File: src/rtl/and2_exor2_nand2.sv
// rtl/and2_exor2_nand2.sv - registered bitwise AND/XOR/NAND unit behind a one-entry valid/ready stage; optional parity outputs under AND2_EXOR2_NAND2_PARITY_EN
module and2_exor2_nand2 #(
    parameter int WIDTH = 1
) (
    input  logic             clk,
    input  logic             rst_n,
    input  logic             in_valid,
    output logic             in_ready,
    input  logic [WIDTH-1:0] a,
    input  logic [WIDTH-1:0] b,
    output logic             out_valid,
    input  logic             out_ready,
    output logic [WIDTH-1:0] and_out,
    output logic [WIDTH-1:0] exor_out,
    output logic [WIDTH-1:0] nand_out
`ifdef AND2_EXOR2_NAND2_PARITY_EN
    ,
    output logic             and_par,
    output logic             exor_par,
    output logic             nand_par
`endif
);

    logic             valid_q, valid_d;
    logic             accept;
    logic [WIDTH-1:0] and_q, and_d;
    logic [WIDTH-1:0] exor_q, exor_d;
    logic [WIDTH-1:0] nand_q, nand_d;

    // Ready is purely combinational so a full register can drain and refill in one cycle.
    assign in_ready = ~valid_q | out_ready;
    assign accept   = in_valid & in_ready;

    always_comb begin
        and_d   = a & b;
        exor_d  = a ^ b;
        nand_d  = ~(a & b);
        valid_d = accept | (valid_q & ~out_ready);
    end

    always_ff @(posedge clk) begin
        if (!rst_n) begin
            valid_q <= 1'b0;
            and_q   <= '0;
            exor_q  <= '0;
            nand_q  <= '0;
        end else begin
            valid_q <= valid_d;
            if (accept) begin
                and_q  <= and_d;
                exor_q <= exor_d;
                nand_q <= nand_d;
            end
        end
    end

    assign out_valid = valid_q;
    assign and_out   = and_q;
    assign exor_out  = exor_q;
    assign nand_out  = nand_q;

`ifdef AND2_EXOR2_NAND2_PARITY_EN
    logic and_par_q, exor_par_q, nand_par_q;

    always_ff @(posedge clk) begin
        if (!rst_n) begin
            and_par_q  <= 1'b0;
            exor_par_q <= 1'b0;
            nand_par_q <= 1'b0;
        end else if (accept) begin
            and_par_q  <= ^and_d;
            exor_par_q <= ^exor_d;
            nand_par_q <= ^nand_d;
        end
    end

    assign and_par  = and_par_q;
    assign exor_par = exor_par_q;
    assign nand_par = nand_par_q;
`endif

endmodule

File: config.mk
export PLATFORM = sky130hd
export DESIGN_NAME = and2_exor2_nand2
export DESIGN_NICKNAME = d
export VERILOG_FILES = /design/src/rtl/and2_exor2_nand2.sv
export SDC_FILE = /design/constraint.sdc
export NUM_CORES = 1
export LEC_CHECK = 0
export BUFFER_PORTS_ARGS = -buffer_cell sky130_fd_sc_hd__buf_2
export CORE_AREA = 2 2 39 41
export DETAILED_ROUTE_END_ITERATION = 12
export DIE_AREA = 0 0 41 43
export HOLD_SLACK_MARGIN = 0.05
export PLACE_DENSITY = 0.35
export SLEW_MARGIN = 20
export SYNTH_ARGS = -nofsm -noshare
export SYNTH_HDL_FRONTEND = slang
export SYNTH_SLANG_ARGS = --single-unit
File: constraint.sdc
create_clock -name clk -period 0.9 [get_ports clk]
set_input_delay 0.18 -clock clk [delete_from_list [all_inputs] [get_ports clk]]
set_output_delay 0.18 -clock clk [all_outputs]
set_load 0.005 [all_outputs]
==> results.yml <==
status:
  outcome: "finished, violations left"
  violations: "setup timing"
layout:
  area_delta_synth_final_pct: 58.5
  final_cell_mix: "9 x buf_2, 3 x dfxtp_1, 3 x clkbuf_4"
  fin_util_pct: 21.1
  layout.cells.non_filler: 48
  antenna_cells: 0
  drive_above_1_share_pct: 53.1
  layout_commonest_cell: "buf_2"
  n_fill_cell: 159
  fin_nets: 42
  fin_area_um2: 292
timing:
  tns_ns: -0.0448
  grt_setup_unrepaired: "yes"
  fin_crit_ns: 0.945
  hold_viol_final: 0
  holdWs_ns: 0.228
  setup_viol: 1
  drv_slew: 0
  skew_ns: 0.000631
  worst_slew_pin_slew_ns: 0.133
  maxSlewHeadroom_pct: 91.0
  fin_ws_ns: -0.0448
  fmax_mhz: 1060
  min_period_over_period_pct: 105
routing:
  routed-via-count: 187
  drt-total-wl_um: 398
  drtIter0Drc: 3
  drtAntennaViolNets: 0
  wire_per_inst_um: 8.29
  drtPass1Iterations: 2
  drc: 0
  vias_per_cell: 3.90
floorplanning:
  core_area_um2: 1380
  die_w_um: 41
  ios: 11
  rows: 14
  dieArea_um2: 1760
  die-height_um: 43
  initial_core_util_pct: 13.3
global_route:
  grt_start_max_net_pins: 7
  grt_pass1_wl_um: 690
  antenna_found_initial: 0
  grt_overflow: 0
  grtUsageTotal_pct: 6.72
  grt_pass1_vias: 172
clock_tree:
  cts_htree_levels: 1
  cts_made_buffers: 3
  clk_path_buf_depth: 2
  clkSinkCount: 4
  clk_pin_slew_ns: 0.03
  cts-root-buf: "clkbuf_4"
  clock_latency_ns: 0.23
  cts_tree: "done"
  hold_buffers: 0
min_path:
  min_path_type: "input pin to flip-flop"
critical_path:
  criticalPathCategory: "flip-flop to output pin"
  cp-end-kind: "output pin"
  path_depth: 2
  cp_top_family: "flip-flops"
  critPathRequiredTime_ns: 0.72
  r2r_slack_ns: 0.04
  worst_setup_path_endpoint: "in_ready"
  critPathLaunch: "out_valid"
  max_stage_delay_ns: 0.34
  crit_chain: "nand2b_4 > buf_6"
  critical_path_buf_inv_count: 1
  timing.rr.end: "nand_out"
  timing.rr.start: "out_valid"
  crit_arrival_ns: 0.76
  worstRegToRegCells: 3
  worst_setup_path_start_kind: "flip-flop"
  cpMaxStageDelayCell: "dfxtp_2"
  worst-path-max-fanout: 5
synth:
  synth_fp_nets: 26
  synth_top_area_share_pct: 43.5
  ys_seq_elements: 4
  synth_top_cells_by_area: "dfxtp_1 44%, ha_1 14%, nand2b_4 7.5%"
  avgSynthCellArea_um2: 10.2
  synth_top_cell_by_area: "dfxtp_1"
  synth_cells: 18
  synth_area_um2: 184
  yosysSeqAreaShare_pct: 43.5
  yosys_warnings: 0
  yosys.cell_types.count: 11
pwr:
  vdd_drop_max_mv: 0.649
  p_per_area_nw_per_um2: 1660
  power.leakage_nw: 0.151
place:
  place_hpwl_um: 319
  dpl.cell_count: 44
  io_buffers: 10
  globalplace.congestion: 0.637
  dpl_cell_area_um2: 255
flow_run:
  cap_violations: 0
-- worst min-delay path, stage by stage --
cell      delay, ns
buf_2          0.12
inv_1          0.05
a21boi_0       0.06
-- cells in the mapped netlist, drive strengths merged --
cell and number:
dfxtp 4, inv 1, ha 2, a21boi 1
o21ai 2, and2 1, nand4 2, o211a 1
nand2b 1, nand3 1, nand2 2
-- area by class of cell --
cell class / count / area [um^2] / share of cell area [%]
clock buffer: 3 / 22.5 / 7.73
inverter: 1 / 3.75 / 1.29
multi-input combinational: 13 / 100 / 34.3
sequential: 4 / 81.3 / 27.9
tap: 16 / 20.0 / 6.87
timing repair buffer: 11 / 63.8 / 21.9
-- what timing repair did --
action,CTS,global route
setup endpoints to repair,1,3
gates resized for setup,1,0
buffers inserted,1,0
pin swaps,0,1
-- logic make-up (layout without fill, tap and decap cells) --
group	after synthesis	after routing	share of synthesized area, %
AO/OA/AOI/OAI	4	4	15.0
flip-flops	4	4	43.5
buffers and inverters	1	15	2.04
adder cells (fa/ha/maj)	2	2	13.6
AND/OR/NAND/NOR	7	7	25.8
-- power by group --
part           total, mW  internal, mW  switching [mW]
clock              0.218         0.149          0.0693
sequential         0.198         0.191         0.00673
combinational     0.0666        0.0382          0.0283
-- flip-flops by register name, summed over array words and instances, names as in the netlist --
register and cells:
and_out 1, exor_out 1, nand_out 1, out_valid 1
-- routing by layer --
layer	global-route usage (%)	share of wire, %	vias up
li1	-	-	92
met1	7.05	41	84
met2	7.50	40	11
met3	7.85	18	0
met4	4.00	0	0
met5	0	0	-
-- worst min path at each step --
stage | start | cells after the start | end | slack (ns)
after detailed placement | exor_out | 2 | exor_out | 0.45
after CTS | in_valid | 3 | out_valid | 0.22
after floorplan | in_valid | 2 | out_valid | 0.31
final | in_valid | 3 | out_valid | 0.23
after global routing | rst_n | 2 | nand_out | 0.24
after global placement | and_out | 2 | and_out | 0.45
-- per-stage QoR --
| stage | worst slack [ns] | power (mW) |
|---|---|---|
| 5_1_grt | -0.0857 | 0.517 |
| 4_1_cts | -0.0593 | 0.498 |
| 2_1_floorplan | 0.0346 | 0.228 |
| 6_report | -0.0448 | 0.483 |
| 3_5_place_dp | -0.00187 | 0.262 |
| 3_3_place_gp | 0.00245 | 0.261 |
No activity file was read; power rests on OpenSTA's default activity.
